[src/rtl/register_file_multiport.sv]
// Multi-port register file: combinational reads, two write ports,
// optional zero register and bypass, and a busy scoreboard with live count.
module register_file_multiport #(
    parameter int DATA_WIDTH = 32,
    parameter int ADDR_WIDTH = 5,
    parameter int READ_PORTS = 2,
    parameter int ZERO_REG   = 1,
    parameter int BYPASS     = 1
) (
    input  logic                             clock,
    input  logic                             reset,
    input  logic [READ_PORTS*ADDR_WIDTH-1:0] read_address,
    output logic [READ_PORTS*DATA_WIDTH-1:0] read_data,
    output logic [READ_PORTS-1:0]            read_busy,
    input  logic [1:0]                       write_enabled,
    input  logic [2*ADDR_WIDTH-1:0]          write_address,
    input  logic [2*DATA_WIDTH-1:0]          write_data,
    input  logic                             mark_busy_enabled,
    input  logic [ADDR_WIDTH-1:0]            mark_busy_address,
    output logic [ADDR_WIDTH:0]              busy_count
);
    localparam int DEPTH     = 2 ** ADDR_WIDTH;
    localparam bit LP_ZERO   = (ZERO_REG != 0);
    localparam bit LP_BYPASS = (BYPASS != 0);

    logic [DATA_WIDTH-1:0] r_mem [DEPTH];
    logic [DEPTH-1:0]      r_busy;
    logic [ADDR_WIDTH:0]   r_busy_count;

    logic [ADDR_WIDTH-1:0] w_wa [2];
    logic [DATA_WIDTH-1:0] w_wd [2];
    logic [1:0]            w_we;
    logic                  w_mark;
    logic [DEPTH-1:0]      w_busy_next;
    logic [ADDR_WIDTH:0]   w_count_next;

    // Writes and marks aimed at the zero register are dropped up front.
    always_comb begin
        for (int j = 0; j < 2; j++) begin
            w_wa[j] = write_address[j*ADDR_WIDTH +: ADDR_WIDTH];
            w_wd[j] = write_data[j*DATA_WIDTH +: DATA_WIDTH];
            w_we[j] = write_enabled[j] && !(LP_ZERO && w_wa[j] == '0);
        end
        w_mark = mark_busy_enabled && !(LP_ZERO && mark_busy_address == '0);
    end

    // Mark is applied after the clears so the newer producer wins.
    always_comb begin
        w_busy_next = r_busy;
        for (int j = 0; j < 2; j++) begin
            if (w_we[j]) begin
                w_busy_next[w_wa[j]] = 1'b0;
            end
        end
        if (w_mark) begin
            w_busy_next[mark_busy_address] = 1'b1;
        end
    end

    always_comb begin
        w_count_next = '0;
        for (int i = 0; i < DEPTH; i++) begin
            w_count_next = w_count_next + (ADDR_WIDTH+1)'(w_busy_next[i]);
        end
    end

    always_ff @(posedge clock or posedge reset) begin
        if (reset) begin
            for (int i = 0; i < DEPTH; i++) begin
                r_mem[i] <= '0;
            end
            r_busy       <= '0;
            r_busy_count <= '0;
        end else begin
            for (int j = 0; j < 2; j++) begin
                if (w_we[j]) begin
                    r_mem[w_wa[j]] <= w_wd[j];
                end
            end
            r_busy       <= w_busy_next;
            r_busy_count <= w_count_next;
        end
    end

    assign busy_count = r_busy_count;

    for (genvar p = 0; p < READ_PORTS; p++) begin : g_rd
        logic [ADDR_WIDTH-1:0] w_ra;
        logic [DATA_WIDTH-1:0] w_rd;
        logic                  w_rb;

        assign w_ra = read_address[p*ADDR_WIDTH +: ADDR_WIDTH];

        always_comb begin
            w_rd = r_mem[w_ra];
            w_rb = r_busy[w_ra];
            if (LP_BYPASS) begin
                for (int j = 0; j < 2; j++) begin
                    if (w_we[j] && w_wa[j] == w_ra) begin
                        w_rd = w_wd[j];
                        w_rb = 1'b0;
                    end
                end
            end
            if ((LP_ZERO && w_ra == '0) || reset) begin
                w_rd = '0;
                w_rb = 1'b0;
            end
        end

        assign read_data[p*DATA_WIDTH +: DATA_WIDTH] = w_rd;
        assign read_busy[p] = w_rb;
    end

endmodule

[config.mk]
export PLATFORM = sky130hd
export DESIGN_NAME = register_file_multiport
export DESIGN_NICKNAME = d
export VERILOG_FILES = /design/src/rtl/register_file_multiport.sv
export SDC_FILE = /design/constraint.sdc
export NUM_CORES = 2
export LEC_CHECK = 0
export CAP_MARGIN = 40
export CORE_ASPECT_RATIO = 1.25
export CORE_UTILIZATION = 59
export CTS_BUF_LIST = sky130_fd_sc_hd__clkbuf_4 sky130_fd_sc_hd__clkbuf_8
export DETAILED_ROUTE_END_ITERATION = 10
export GPL_TIMING_DRIVEN = 0
export PLACE_DENSITY = 0.8
export SYNTH_ARGS = -nofsm -noshare
export SYNTH_HDL_FRONTEND = slang
export SYNTH_SLANG_ARGS = --single-unit
export TNS_END_PERCENT = 30
[constraint.sdc]
create_clock -name clock -period 41.5 [get_ports clock]
set_input_delay 6.225 -clock clock [delete_from_list [all_inputs] [get_ports clock]]
set_output_delay 6.225 -clock clock [all_outputs]
set_load 0.03 [all_outputs]
==> summary.txt, run 1 <==
Status
  – Status: aborted with a tool error
  – Last stage reached: global routing (5_1_grt)
  – Log Error: [ERROR GRT-0116] Global routing finished with congestion. Check the congestion regions in the DRC Viewer.

CTS
  – Longest Clk Path Bufs: 3
  – Hold Buf Count CTS: 0
  – Number of setup buffers added after CTS: 0
  – Resize count post-CTS: 0
  – Root Buffer Master: clkbuf_8
  – H-tree levels: 4
  – TritonCTS Sinks: 1062
  – CTS buffer count: 185

Synth
  – Post-synth EDFFs: 0
  – Synth Warn #: 0
  – Mapped Nets: 7286
  – Sequential area share after synthesis: 39.0%
  – Syn Area/Cell: 9.51 µm²
  – Synthesized flop and latch total: 1062
  – Synth Flop Type: dfrtp_1
  – Synth async-reset ratio: 100%
  – Synthesized area: 0.0681 mm²
  – Netlist cell types: 69
  – Synth Instances: 7161

Placement
  – Placer Congestion: 1.27
  – DP HPWL: 306000 µm
  – Post-placement cell count: 8968
  – Port Buffer Count: 91

Floorplan
  – # rows: 139
  – Chip height: 382 µm
  – Initial Utilization: 59.4%
  – I/O pins: 166
  – Die W: 306 µm

Global route
  – GR Util All Layers: 75.6%
  – GRT overflow: 12
  – First-pass GRT wire length: 610000 µm
  – Number of global-route vias before repair: 73.4k
  – Largest net degree at the start of global routing: 122
per-layer routing:
metal | GRT overflow | GRT usage, %
met5 | 0 | 32.4
met4 | 4 | 69.2
met2 | 7 | 90.2
met1 | 0 | 79.7
met3 | 1 | 59.6
stage by stage:
step | instance area, µm² | util (%) | hold WS, ns | worst slack, ns | TNS, ns
after floorplan | 68100 | - | 0.438 | 1.83 | 0
after global placement | 70900 | 61.8 | 0.451 | -17.35 | -9368.14
after detailed placement | 74000 | 64.6 | 0.466 | 24.16 | 0
after CTS | 78100 | 68.2 | 0.479 | 24.13 | 0
cell families after synthesis:
| logic type | count (synthesis) | synth area share (%) |
|---|---|---|
| muxes | 1757 | 28.7 |
| AOI/OAI and AO/OA | 1753 | 15.1 |
| and+or+nand+nor | 1581 | 9.89 |
| DFF | 1062 | 39.0 |
| buffers and inverters | 954 | 6.22 |
| adders and majority gates | 31 | 0.834 |
| xor gates and xnor gates | 23 | 0.296 |
cells in the mapped netlist, types with 60 or more instances:
master | count | area, µm²
a21oi_1 | 592 | 2960
a221oi_1 | 93 | 815
a32oi_1 | 110 | 963
buf_1 | 91 | 342
buf_2 | 171 | 856
buf_4 | 60 | 450
clkbuf_1 | 529 | 1990
dfrtp_1 | 1062 | 26600
mux2i_1 | 1598 | 16000
mux4_2 | 156 | 3510
nand2_1 | 600 | 2250
nor2_1 | 710 | 2670
o21ai_0 | 511 | 2560
o22ai_1 | 277 | 1730
==> inputs of run 2 (changes only) <==
- CORE_ASPECT_RATIO: 1.25 -> default
- CORE_UTILIZATION: 59 -> 40
- CTS_BUF_LIST: sky130_fd_sc_hd__clkbuf_4 sky130_fd_sc_hd__clkbuf_8 -> default
- PLACE_DENSITY: 0.8 -> default
- PLACE_DENSITY_LB_ADDON: default -> 0.15
- clock period: 41.5 -> 54 ns (I/O delays scaled with it)
==> run 2 against run 1 <==
  * The run now ends clean
  * Synthesized cell count did not move
  * Synthesized area unchanged
==> summary.txt, run 2 <==
Drt
  – Pre-antenna DRT Iters: 6
  – Uppermost layer routed: met5
  – Met3 wire len: 33900 µm
  – Final wirelength: 393000 µm
  – Vias: 64.8k
  – Drt initial violations: 8698
  – Number of remaining DRC errors: 0
  – Post-DRT Antenna Nets: 0
  – Drt wl/cell: 39.7 µm
  – Vias/cell: 6.54
  – Met2 wire length: 170000 µm
  – Metal-1 WL: 152000 µm

STA
  – Final Cycle Share: 40.7%
  – Clk_skew: 0.00811 ns
  – Post-layout min period: 21.97 ns
  – Fin worst setup slack: 32.03 ns
  – Worst-margin pin slew: 1.08 ns
  – RSZ-0062 raised after global routing: no
  – Max-slew violations: 0
  – Relative slew slack: 27.4%
  – Final setup violation count: 0
  – Hold_ws: 0.479 ns
  – FMAX: 45.5 MHz
  – Final Hold Fails: 0

Global route
  – Largest net degree at the start of global routing: 116
  – Number of global-route vias before repair: 61.4k
  – GR Util All Layers: 44.7%
  – GRT overflow: 0
  – First-pass GRT wire length: 527000 µm
  – Antenna violations before repair: 12

Synth
  – Post-synth EDFFs: 0 (unchanged)
  – Synthesized flop and latch total: 1062 (unchanged)
  – Synth Warn #: 0 (unchanged)
  – Synthesized area: 0.0681 mm² (unchanged)
  – Netlist cell types: 69 (unchanged)
  – Most common cell in the netlist: mux2i_1 (unchanged)
  – Syn Area/Cell: 9.51 µm² (unchanged)
  – Synth Flop Type: dfrtp_1 (unchanged)
  – Biggest area consumer among synthesized cells: dfrtp_1 (unchanged)
  – Largest cells by area after synthesis: dfrtp_1, mux2i_1, mux4_2, a21oi_1, nor2_1 (unchanged)
  – Synth Instances: 7161 (unchanged)
  – Synth top area share: 39.0% (unchanged)
  – Mapped Nets: 7286 (unchanged)
  – Sequential area share after synthesis: 39.0% (unchanged)
  – Synth async-reset ratio: 100% (unchanged)
  – Synth top cells by count: mux2i_1, dfrtp_1, nor2_1 (unchanged)

Floorplan
  – I/O pins: 166 (unchanged)
  – Die area: 0.172 mm²
  – Die W: 415 µm (was 306 µm)
  – Initial Utilization: 40.2% (was 59.4%)
  – Chip height: 415 µm (was 382 µm)
  – Core area: 0.169 mm²
  – # rows: 151 (was 139)

Pwr
  – Power density cells: 40.3 mW/mm²
  – Static Leak: 0.0351 µW
  – VDD IR max: 0.0779 mV

Cells and area
  – Register area: 0.0266 mm²
  – Biggest register: r_mem
  – Nets@finish: 7705
  – Filler Cells Inserted: 16.6k
  – Multi-input combinational cell area: 0.0374 mm²
  – Most common cell after layout, fill and taps aside: mux2i_1
  – Commonest cells after routing, fill and taps aside: mux2i_1, dfrtp_1, nor2_1, nand2_1, a21oi_1
  – Max reg flops: 1024
  – Area Growth Syn to Fin: 15.2%
  – Layout cells sized above 1: 11.3%

Flow run
  – # Max-Cap Violations: 0

Setup path
  – Critical-path maximum fanout: 110
  – Worst setup EP type: output pin
  – Worst Setup Start Kind: input port
  – Req. time, crit path: 45.90 ns
  – WS Path Type: input port to output pin
  – Worst EP arrival: 13.87 ns

CTS
  – Root Buffer Master: clkbuf_16 (was clkbuf_8)
  – TritonCTS clock tree: done
  – Worst-path clk slew: 0.06 ns
  – Worst skew pair latency: 0.82 ns
  – Longest Clk Path Bufs: 3 (unchanged)
  – CTS buffer count: 135 (was 185)
  – Number of setup buffers added after CTS: 0 (unchanged)
  – H-tree levels: 4 (unchanged)
  – Resize count post-CTS: 0 (unchanged)
  – TritonCTS Sinks: 1062 (unchanged)
  – Hold Buf Count CTS: 0 (unchanged)

Status
  – Status: completed (was aborted with a tool error)

Placement
  – DP HPWL: 317000 µm (was 306000 µm)
  – Post-Place Setup Slack: 32.14 ns (was 24.16 ns)
  – Placer Congestion: 1.04 (was 1.27)
  – Port Buffer Count: 91 (unchanged)

Worst hold path
  – HP Class: register to register
## run 2: cell counts after synthesis
No cell type changed its count.
## run 2: metal layers
layer	GRT usage, %	up-vias
met1	55.9	33100
li1	-	26800
met4	35.9	6
met2	66.7	3951
met3	9.57	1004
met5	0.472	-
## run 2: worst paths after layout
check,startpoint,endpoint,slack [ns],cells past startpoint
worst max-delay path,reset,read_data[1],32.03,11
worst min-delay path,r_mem[1014]$_DFF_PP0_,r_mem[1014]$_DFF_PP0_,0.48,1
worst max register to register,r_busy[21]$_DFF_PP0_,busy_count[4]$_DFF_PP0_,48.71,19
worst min register to register,r_mem[1014]$_DFF_PP0_,r_mem[1014]$_DFF_PP0_,0.48,1
max in group asynchronous,reset,r_mem[952]$_DFF_PP0_,43.69,5
min in group asynchronous,reset,r_mem[51]$_DFF_PP0_,8.12,2
## run 2: area by class of cell
type,instances,area share [%]
antenna,6,0.0191
buffer,903,5.15
clock buffer,195,5.05
clock inverter,41,0.499
inverter,51,0.254
multi-input combinational,5145,47.6
sequential,1062,33.9
tap,2218,3.54
timing repair buffer,282,3.98
## run 2: kinds of logic after synthesis
logic type                 count (synthesis)  share of synthesized area, %
AOI/OAI and AO/OA                       1753                          15.1
buffers and inverters                    954                          6.22
DFF                                     1062                          39.0
adders and majority gates                 31                         0.834
and+or+nand+nor                         1581                          9.89
xor gates and xnor gates                  23                         0.296
muxes                                   1757                          28.7
## run 2: where the power goes
| group | switching (µW) | internal (µW) |
|---|---|---|
| Sequential | 206 | 1010 |
| Clock | 400 | 533 |
| Combinational | 581 | 429 |
| Total | 1190 | 1970 |
## run 2: metrics by stage
stage | area (µm²) | power (µW) | utilization, % | TNS (ns) | instances
floorplan | 68100 | 1790 | - | 0 | 7161
global placement | 71800 | 2170 | 42.4 | -1464.37 | 9470
detailed placement | 74000 | 2200 | 43.7 | 0 | 9658
CTS | 78400 | 3130 | 46.3 | 0 | 9894
global route | 78400 | 3260 | 46.3 | 0 | 9897
finish | 78400 | 3160 | 46.3 | 0 | 9903
## run 2: worst max-delay path: stages
cell             delay [ns]
clkdlybuf4s50_1        0.74
inv_8                  0.56
buf_16                 0.45
buf_16                 0.42
buf_16                 0.43
o41ai_1                0.32
and2b_4                0.40
clkbuf_1               0.66
o21ai_0                0.23
o21ai_1                0.44
clkdlybuf4s50_1        0.77
No activity file was read; power rests on OpenSTA's default activity.
